`src/rtl/tpu_pkg.sv`:
```
// Shared definitions for the TPU result read-back path.
// Contents: default geometry constants (row width, beats per row), result bank
// codes and the result_reader state encoding.
package tpu_pkg;

  localparam int unsigned ARRAY_SIZE_DEF        = 32;
  localparam int unsigned OUTPUT_DATA_WIDTH_DEF = 16;
  localparam int unsigned BEAT_WIDTH_DEF        = 64;
  localparam int unsigned ROW_WIDTH             = ARRAY_SIZE_DEF * OUTPUT_DATA_WIDTH_DEF;
  localparam int unsigned BEATS                 = ROW_WIDTH / BEAT_WIDTH_DEF;

  localparam logic [1:0] BANK_A = 2'd0;
  localparam logic [1:0] BANK_B = 2'd1;
  localparam logic [1:0] BANK_C = 2'd2;

  typedef enum logic [2:0] {
    ST_IDLE,
    ST_ISSUE,
    ST_CAPTURE,
    ST_STREAM,
    ST_DONE
  } rr_state_e;

endpackage

```
`src/rtl/row_serializer.sv`:
```
// Holds one captured result row and presents it as a sequence of beats.
// Ports:
//   clk, srstn   clock / async active-low reset
//   load_i       capture row_i into the row buffer, restart at beat 0
//   row_i        full result row
//   advance_i    current beat accepted, move to the next one
//   beat_o       current beat (beat 0 = row LSBs)
//   row_last_o   current beat is the last one of the row
module row_serializer #(
  parameter int unsigned ROW_W  = 512,
  parameter int unsigned BEAT_W = 64
) (
  input  logic              clk,
  input  logic              srstn,
  input  logic              load_i,
  input  logic [ROW_W-1:0]  row_i,
  input  logic              advance_i,
  output logic [BEAT_W-1:0] beat_o,
  output logic              row_last_o
);

  localparam int unsigned NB = ROW_W / BEAT_W;
  localparam int unsigned CW = (NB > 1) ? $clog2(NB) : 1;

  logic [ROW_W-1:0]            row_buf_q;
  logic [CW-1:0]               beat_cnt_q;
  logic [NB-1:0][BEAT_W-1:0]   beats_w;

  always_ff @(posedge clk or negedge srstn) begin
    if (!srstn) begin
      row_buf_q  <= '0;
      beat_cnt_q <= '0;
    end else if (load_i) begin
      row_buf_q  <= row_i;
      beat_cnt_q <= '0;
    end else if (advance_i) begin
      beat_cnt_q <= row_last_o ? '0 : beat_cnt_q + CW'(1);
    end
  end

  assign beats_w    = row_buf_q;
  assign beat_o     = beats_w[beat_cnt_q];
  assign row_last_o = (beat_cnt_q == CW'(NB - 1));

endmodule

```
`src/rtl/result_reader.sv`:
```
// Read-back engine for the result SRAM banks a/b/c. Reads a host-programmed
// run of rows from one bank and streams each row as valid/ready beats.
// Ports:
//   clk, srstn                 clock / async active-low reset
//   rd_start/bank/base/rows    start request and its parameters (sampled in IDLE)
//   sram_re_x, sram_raddr_x    read port of bank x (x = a/b/c)
//   sram_rdata_x               read data of bank x, valid one cycle after re
//   m_valid/ready/data         beat stream toward the host
//   m_row_last, m_last         last beat of row / of whole transfer
//   rd_busy, rd_done, rd_err   status: busy, completion pulse, rejected-start pulse
module result_reader
  import tpu_pkg::*;
#(
  parameter int unsigned ARRAY_SIZE        = 32,
  parameter int unsigned OUTPUT_DATA_WIDTH = 16,
  parameter int unsigned BEAT_WIDTH        = 64,
  parameter int unsigned ADDR_WIDTH        = 6
) (
  input  logic                                    clk,
  input  logic                                    srstn,
  input  logic                                    rd_start,
  input  logic [1:0]                              rd_bank,
  input  logic [ADDR_WIDTH-1:0]                   rd_base,
  input  logic [ADDR_WIDTH:0]                     rd_rows,
  output logic                                    sram_re_a,
  output logic                                    sram_re_b,
  output logic                                    sram_re_c,
  output logic [ADDR_WIDTH-1:0]                   sram_raddr_a,
  output logic [ADDR_WIDTH-1:0]                   sram_raddr_b,
  output logic [ADDR_WIDTH-1:0]                   sram_raddr_c,
  input  logic [ARRAY_SIZE*OUTPUT_DATA_WIDTH-1:0] sram_rdata_a,
  input  logic [ARRAY_SIZE*OUTPUT_DATA_WIDTH-1:0] sram_rdata_b,
  input  logic [ARRAY_SIZE*OUTPUT_DATA_WIDTH-1:0] sram_rdata_c,
  output logic                                    m_valid,
  input  logic                                    m_ready,
  output logic [BEAT_WIDTH-1:0]                   m_data,
  output logic                                    m_row_last,
  output logic                                    m_last,
  output logic                                    rd_busy,
  output logic                                    rd_done,
  output logic                                    rd_err
);

  localparam int unsigned ROW_W = ARRAY_SIZE * OUTPUT_DATA_WIDTH;
  localparam logic [ADDR_WIDTH:0] ROWS_MAX = {1'b1, {ADDR_WIDTH{1'b0}}};

  rr_state_e             state_q, state_d;
  logic [1:0]            bank_q, bank_d;
  logic [ADDR_WIDTH-1:0] base_q, base_d;
  logic [ADDR_WIDTH:0]   rows_q, rows_d;
  logic [ADDR_WIDTH:0]   row_cnt_q, row_cnt_d;
  logic                  err_q, err_d;

  logic                  issue, streaming, last_row, row_last, advance;
  logic [ADDR_WIDTH-1:0] raddr;
  logic [ROW_W-1:0]      rdata_sel;
  logic [BEAT_WIDTH-1:0] beat;

  always_ff @(posedge clk or negedge srstn) begin
    if (!srstn) begin
      state_q   <= ST_IDLE;
      bank_q    <= '0;
      base_q    <= '0;
      rows_q    <= '0;
      row_cnt_q <= '0;
      err_q     <= 1'b0;
    end else begin
      state_q   <= state_d;
      bank_q    <= bank_d;
      base_q    <= base_d;
      rows_q    <= rows_d;
      row_cnt_q <= row_cnt_d;
      err_q     <= err_d;
    end
  end

  always_comb begin
    state_d   = state_q;
    bank_d    = bank_q;
    base_d    = base_q;
    rows_d    = rows_q;
    row_cnt_d = row_cnt_q;
    err_d     = 1'b0;
    unique case (state_q)
      ST_IDLE: begin
        if (rd_start) begin
          if (rd_bank != 2'd3 && rd_rows != '0 && rd_rows <= ROWS_MAX) begin
            bank_d    = rd_bank;
            base_d    = rd_base;
            rows_d    = rd_rows;
            row_cnt_d = '0;
            state_d   = ST_ISSUE;
          end else begin
            err_d = 1'b1;
          end
        end
      end
      ST_ISSUE:   state_d = ST_CAPTURE;
      ST_CAPTURE: state_d = ST_STREAM;
      ST_STREAM: begin
        if (m_ready && row_last) begin
          if (last_row) begin
            state_d = ST_DONE;
          end else begin
            row_cnt_d = row_cnt_q + 1'b1;
            state_d   = ST_ISSUE;
          end
        end
      end
      ST_DONE:    state_d = ST_IDLE;
      default:    state_d = ST_IDLE;
    endcase
  end

  assign issue     = (state_q == ST_ISSUE);
  assign streaming = (state_q == ST_STREAM);
  assign last_row  = (row_cnt_q == rows_q - 1'b1);
  // Address adds in ADDR_WIDTH bits so a run past the top row wraps to row 0.
  assign raddr     = base_q + row_cnt_q[ADDR_WIDTH-1:0];

  assign sram_re_a    = issue && (bank_q == BANK_A);
  assign sram_re_b    = issue && (bank_q == BANK_B);
  assign sram_re_c    = issue && (bank_q == BANK_C);
  assign sram_raddr_a = sram_re_a ? raddr : '0;
  assign sram_raddr_b = sram_re_b ? raddr : '0;
  assign sram_raddr_c = sram_re_c ? raddr : '0;

  always_comb begin
    rdata_sel = '0;
    unique case (bank_q)
      BANK_A:  rdata_sel = sram_rdata_a;
      BANK_B:  rdata_sel = sram_rdata_b;
      BANK_C:  rdata_sel = sram_rdata_c;
      default: rdata_sel = '0;
    endcase
  end

  assign advance = streaming && m_ready;

  row_serializer #(
    .ROW_W  (ROW_W),
    .BEAT_W (BEAT_WIDTH)
  ) u_ser (
    .clk        (clk),
    .srstn      (srstn),
    .load_i     (state_q == ST_CAPTURE),
    .row_i      (rdata_sel),
    .advance_i  (advance),
    .beat_o     (beat),
    .row_last_o (row_last)
  );

  assign m_valid    = streaming;
  assign m_data     = streaming ? beat : '0;
  assign m_row_last = streaming && row_last;
  assign m_last     = streaming && row_last && last_row;
  assign rd_busy    = (state_q != ST_IDLE);
  assign rd_done    = (state_q == ST_DONE);
  assign rd_err     = err_q;

endmodule

```
`config.mk`:
```
export PLATFORM = sky130hd
export DESIGN_NAME = result_reader
export DESIGN_NICKNAME = d
export VERILOG_FILES = /design/src/rtl/tpu_pkg.sv /design/src/rtl/row_serializer.sv /design/src/rtl/result_reader.sv
export SDC_FILE = /design/constraint.sdc
export NUM_CORES = 1
export LEC_CHECK = 0
export BUFFER_PORTS_ARGS = -buffer_cell sky130_fd_sc_hd__buf_4
export CORE_AREA = 4 4 646 648
export CTS_CLUSTER_SIZE = 24
export DETAILED_ROUTE_END_ITERATION = 12
export DIE_AREA = 0 0 650 652
export PLACE_DENSITY = 0.34
export SKIP_LAST_GASP = 1
export SLEW_MARGIN = 10
export SYNTH_ARGS = -nofsm -noshare
export SYNTH_HDL_FRONTEND = slang
export SYNTH_HIERARCHICAL = 1
export SYNTH_SLANG_ARGS = --single-unit
```
`constraint.sdc`:
```
create_clock -name clk -period 6.1 [get_ports clk]
set_input_delay 0.61 -clock clk [delete_from_list [all_inputs] [get_ports clk]]
set_output_delay 0.61 -clock clk [all_outputs]
set_load 0.02 [all_outputs]
```
======== Word level (Yosys, flattened, before mapping) ========
Cells that the tools add are included.
storage, ports and cells
  register bits ........................... 541
  bits of input ports ..................... 1555
  output and inout port bits .............. 91
  logic and storage cells ................. 68
operators by class
  multiplexer cells ....................... 23
  reduce and logical (&&, ||, !) cells .... 18
  add/sub/neg operators ................... 4
  $lt $le $gt $ge ......................... 2
  equal/unequal tests ..................... 13
operators by type and width
  kind                 count
  $pmux 512 s3         1
  $bmux 64 s3          1
  $mux 64              2
  $mux 7               4
  $mux 3               7
  $mux 6               3
  $pmux 7 s2           1
  $pmux 3 s4           1
  $logic_and 1x1->1    9
  $ne 2x2->1 const B   4
  $add 7x1->7 const B  1
  $eq 7x7->1           1
  $le 7x7->1 const B   1
  $reduce_bool 7->1    1
  $sub 7x1->7 const B  1
  $add 6x6->6          1
  $eq 3x2->1 const B   2
  $eq 3x3->1 const B   2
  $reduce_and 3->1     2
  $reduce_and 5->1     1
  $lt 3x4->1 const B   1
  $reduce_bool 2->1    2
  $add 3x1->3 const B  1
  $eq 3x1->1 const B   1
  other kinds (7)      9

======== Depth between registers and ports, before layout ========
  depth after elaboration ................. 6
  gate-level depth with buffers ........... 12
  depth with buffers taken out ............ 9

======== Modules after synthesis ========
The synthesis kept the hierarchy.
modules (own cells, without submodules)
  module          area each (sq um)  cells each  seq. area each (sq um)  times used
  row_serializer  22821.9            1322        12887.4                 1
  result_reader   12460.7            1983        650.6                   1

======== Least setup slack after synthesis ========
Ideal clock, no wire load.
  path kind ............................... register to output
  start point ............................. reg rows_q[0]
  end point ............................... out m_last
  setup slack ............................. 3.326 ns
  stages on the path, launching flop included .. 10
  buffers on the path ..................... 2
  required time ........................... 5.490 ns
  arrival ................................. 2.164 ns
  cell sequence ........................... dfrtp_1 > clkbuf_1 > inv_1 > ha_1 > clkbuf_2 > or4b_1 > a31oi_1 > a211oi_2 > nand2b_1 > nor2_1
between the ends
  cells in the longest elaborated chain, start to end .. 3
ends and longest elaborated chain
  what                    line                  text
  from (decl)             result_reader.sv:50   logic [ADDR_WIDTH:0] rows_q, rows_d;
  from (signal assigned)  result_reader.sv:71   rows_q <= rows_d;
  $sub 7x1->7             result_reader.sv:117  assign last_row = (row_cnt_q == rows_q - 1'b1);
  $eq 7x7->1              result_reader.sv:117
  $logic_and 1x1->1       result_reader.sv:156  assign m_last = streaming && row_last && last_row;
  to (decl)               result_reader.sv:38   output logic m_last,
Every way passes these cells.

======== Worst setup path after layout ========
  start point ............................. reg u_ser.beat_cnt_q[0]
  end point ............................... out m_data[8]
between the ends
  cells in the longest elaborated chain, start to end .. 3
ends and longest elaborated chain
  what                           line                  text
  from (decl)                    row_serializer.sv:26  logic [CW-1:0] beat_cnt_q;
  from (signal assigned)         row_serializer.sv:37  beat_cnt_q <= row_last_o ? '0 : beat_cnt_q + CW'(1);
  $bmux 64 s3                    row_serializer.sv:42  assign beat_o = beats_w[beat_cnt_q];
  $mux 64 (implied by the code)  row_serializer.sv:42
  net beat[8]                    result_reader.sv:57   logic [BEAT_WIDTH-1:0] beat;
  $mux 64                        result_reader.sv:154  assign m_data = streaming ? beat : '0;
  to (decl)                      result_reader.sv:36   output logic [BEAT_WIDTH-1:0] m_data,
The timed path passes the listed nets, and every way through them passes these cells. The select of a mux whose other input is x is not followed.

==> results_dict.tcl <==
set metrics [dict create \
    status "finished, final reports clean" \
    cts_buffers 84 \
    peakVddDrop_mv 0.179 \
    crit_slowest_cell "dfrtp_4" \
    core_mm2 0.412 \
    critPathArrivalTime_ns 3.68 \
    skew_ns 0.0245 \
    switching_share_pct 37.6 \
    cts_buffer_depth 4 \
    dpl_cell_area_mm2 0.0542 \
    cap_violations 0 \
    gp_congestion 0.951 \
    route.detailed.drc 0 \
    p_switching_mw 7.82 \
    power.density_mw_per_mm2 364 \
    holdPathEnd "rows_q[0]" \
    synth_xor_area_share_pct 0.298 \
    hpwl_mm 313 \
    p_leak_nw 21.5 \
    clkLatencyLatePin_ns 0.79 \
    crit_buf_inv 2 \
    yosysWarnings 6 \
    grt_pass1_wl_mm 445 \
    rr_endpoint "u_ser/beats_w[278]" \
    seqPwrFrac_pct 32.6 \
    ys_ff_latch 541 \
    synth_mux_area_share_pct 41.4 \
    cts_tree "yes" \
    synth_area_leader_cell "dfrtp_1" \
    die_height_um 652 \
    synth_top_area_share_pct 38.4 \
    end_kind "primary output" \
    synth_most_common_cell "nand2_1" \
    crit_path_start_kind "flop" \
    start_util_pct 8.57 \
    slew_violations 0 \
    synth_compound_area_share_pct 7.92 \
    antenna_found_initial 331 \
    design_area_mm2 0.0572 \
    synthFlopType "dfrtp_1" \
    finalHoldViolations 0 \
    crit_chain "buf_12 > mux4_2 > mux2_2 > and2_1 > buf_4" \
    setup_tns_ns 0 \
    power_mw 20.8 \
    worst_pin_slew_ns 1.25 \
    synth-edff-count 0 \
    synthTopCellsByCount "nand2_1 (543), dfrtp_1 (541), mux2i_1 (514)" \
    slowest_delay_ns 0.95 \
    synthAdderAreaFrac_pct 0.376 \
    dp.cells 10200 \
    rsz0062_at_grt "false" \
    path_clk_slew_ns 0.07 \
    die_w_um 650 \
    worstHoldStart "rd_rows[0]" \
    grt_remaining_overflow 0 \
    route.vias.total 35700 \
    first_pass_iters 5 \
    hold_path_depth 2 \
    ys_types 55 \
    slew_headroom_pct 16.4 \
    post-cts-setup-buffers 0 \
    layout-drive-gt1-share_pct 42.4 \
    finalNonFillerCells 10400 \
    synthArstFlopShare_pct 100 \
    clkPwrFrac_pct 24.2 \
    num_rows 236 \
    grt_max_degree 165 \
    finalCriticalPeriod_ns 4.29 \
    ys_top_cells_by_area "dfrtp_1 (38%), mux2_1 (16%), mux2i_1 (15%)" \
    ios 1646 \
    vias_per_cell 3.42 \
    drt_iter0_drc 2081 \
    path_max_fanout 51 \
    r2r-start "bank_q[0]" \
    h-tree-depth 3 \
    hp-class "in -> reg" \
    synth_seq_area_share_pct 38.4 \
    grt_pass1_vias 37300 \
    power_frac_comb_pct 43.2 \
    grt_usage_pct 16.3 \
    clock.fmax_mhz 233 \
    num-nets-final 6418 \
    cts_sinks 541 \
    wl_mm 361 \
    yosys.area_share.simple_pct 8.08 \
    io_buffers 1645 \
    synth_top_family_by_area "multiplexers" \
    die_area_mm2 0.424 \
    syn2layout_area_growth_pct 62.0 \
    syn-num-nets 4870 \
    syn_area_mm2 0.0353 \
    postRouteAntennaNets 0 \
    wl_per_cell_um 34.5 \
    setup_viol 0 \
    critical-path-top-delay-family "flip-flops" \
    synth_cells 3305 \
    crit_type "reg -> out" \
    synth.avg_cell_area_um2 10.7 \
    p_int_mw 13.0 \
    rrSetupSlack_ns 2.47 \
    cp.required_ns 5.49 \
    reg2reg_depth 5 \
    period_share_pct 70.3 \
    cts-root-buf "clkbuf_16" \
]
[power by group through the flow]
stage / sequential [mW] / combinational [mW] / clock, mW
after global routing: 6.98 / 9.55 / 5.36
after CTS: 6.80 / 9.15 / 5.29
after detailed placement: 6.86 / 9.10 / 0
after floorplan: 5.91 / 5.33 / 0
after global placement: 6.81 / 9.02 / 0
final: 6.78 / 8.99 / 5.04
[metal layers]
layer | track usage (%) | share of wire [%]
met4 | 2.83 | 2.3
met2 | 28.1 | 48
met5 | 0 | 0.40
met1 | 18.6 | 39
met3 | 7.37 | 9.6
[layout by cell type (no fill, tap or decap), drive strengths merged, types with 2 or more instances in the layout]
master / count
o21bai: 2
nor4b: 2
clkinv: 7
nor2b: 2
o21ai: 512
xnor2: 7
or3: 2
clkinvlp: 3
a21o: 2
dfrtp: 541
inv: 15
a31oi: 3
xor2: 5
nand2b: 5
buf: 1732
mux2: 585
or3b: 2
mux4: 128
nand4: 5
a21oi: 9
diode: 55
and3: 2
dlygate4sd3: 10
nand3: 5
nor2: 27
bufinv: 6
clkbuf: 122
ha: 9
or4: 4
mux2i: 514
o31ai: 3
nand2: 543
nand3b: 3
and2: 69
nor3: 3
a211oi: 2
o211ai: 3
[stage by stage]
step	setup slack, ns	hold slack, ns	util (%)
2_1_floorplan	3.33	0.314	-
3_3_place_gp	1.96	0.462	13.2
3_5_place_dp	2.52	0.469	13.2
4_1_cts	1.61	0.00121	13.8
5_1_grt	1.58	0.0487	13.9
6_report	1.81	0.115	13.9
[worst max path at each step]
| stage | depth (start not counted) | start | end | slack [ns] |
|---|---|---|---|---|
| 2_1_floorplan | 9 | rows_q[0] | m_last | 3.33 |
| 3_3_place_gp | 4 | bank_q[0] | u_ser/beats_w[237] | 1.96 |
| 3_5_place_dp | 5 | bank_q[0] | u_ser/beats_w[192] | 2.52 |
| 4_1_cts | 5 | u_ser/beat_cnt_q[0] | m_data[4] | 1.61 |
| 5_1_grt | 5 | u_ser/beat_cnt_q[0] | m_data[2] | 1.58 |
| 6_report | 5 | u_ser/beat_cnt_q[0] | m_data[8] | 1.81 |
[area by class of cell]
type / count / area, um2
diodes: 55 / 138
clock inverters: 20 / 298
flip-flops and latches: 541 / 13600
multi-input cells: 2473 / 20600
fillers: 46700 / 355000
repair buffers: 1742 / 13300
inverters: 11 / 41.3
well taps: 5474 / 6850
clock buffers: 122 / 2410
[registers in the layout (all words and copies together), names as in the netlist]
signal,flops
u_ser/beats_w,512
row_cnt_q,7
rows_q,7
base_q,6
state_q,3
u_ser/beat_cnt_q,3
bank_q,2
rd_err,1
[logic make-up (layout without fill, tap and decap cells)]
family	after synthesis	after routing
compound gates	544	544
xor+xnor	12	12
fa+ha+maj	10	10
buf+inv	291	1895
flops	541	541
mux	1227	1227
other cells	0	55
simple gates	680	680
[repair_timing]
action,4_1_cts,5_1_grt
endpoints found under the setup margin,0,0
resized for setup,0,0
hold buffers,10,0
hold endpoints to repair,65,0
(Power assumes the default switching activity.)
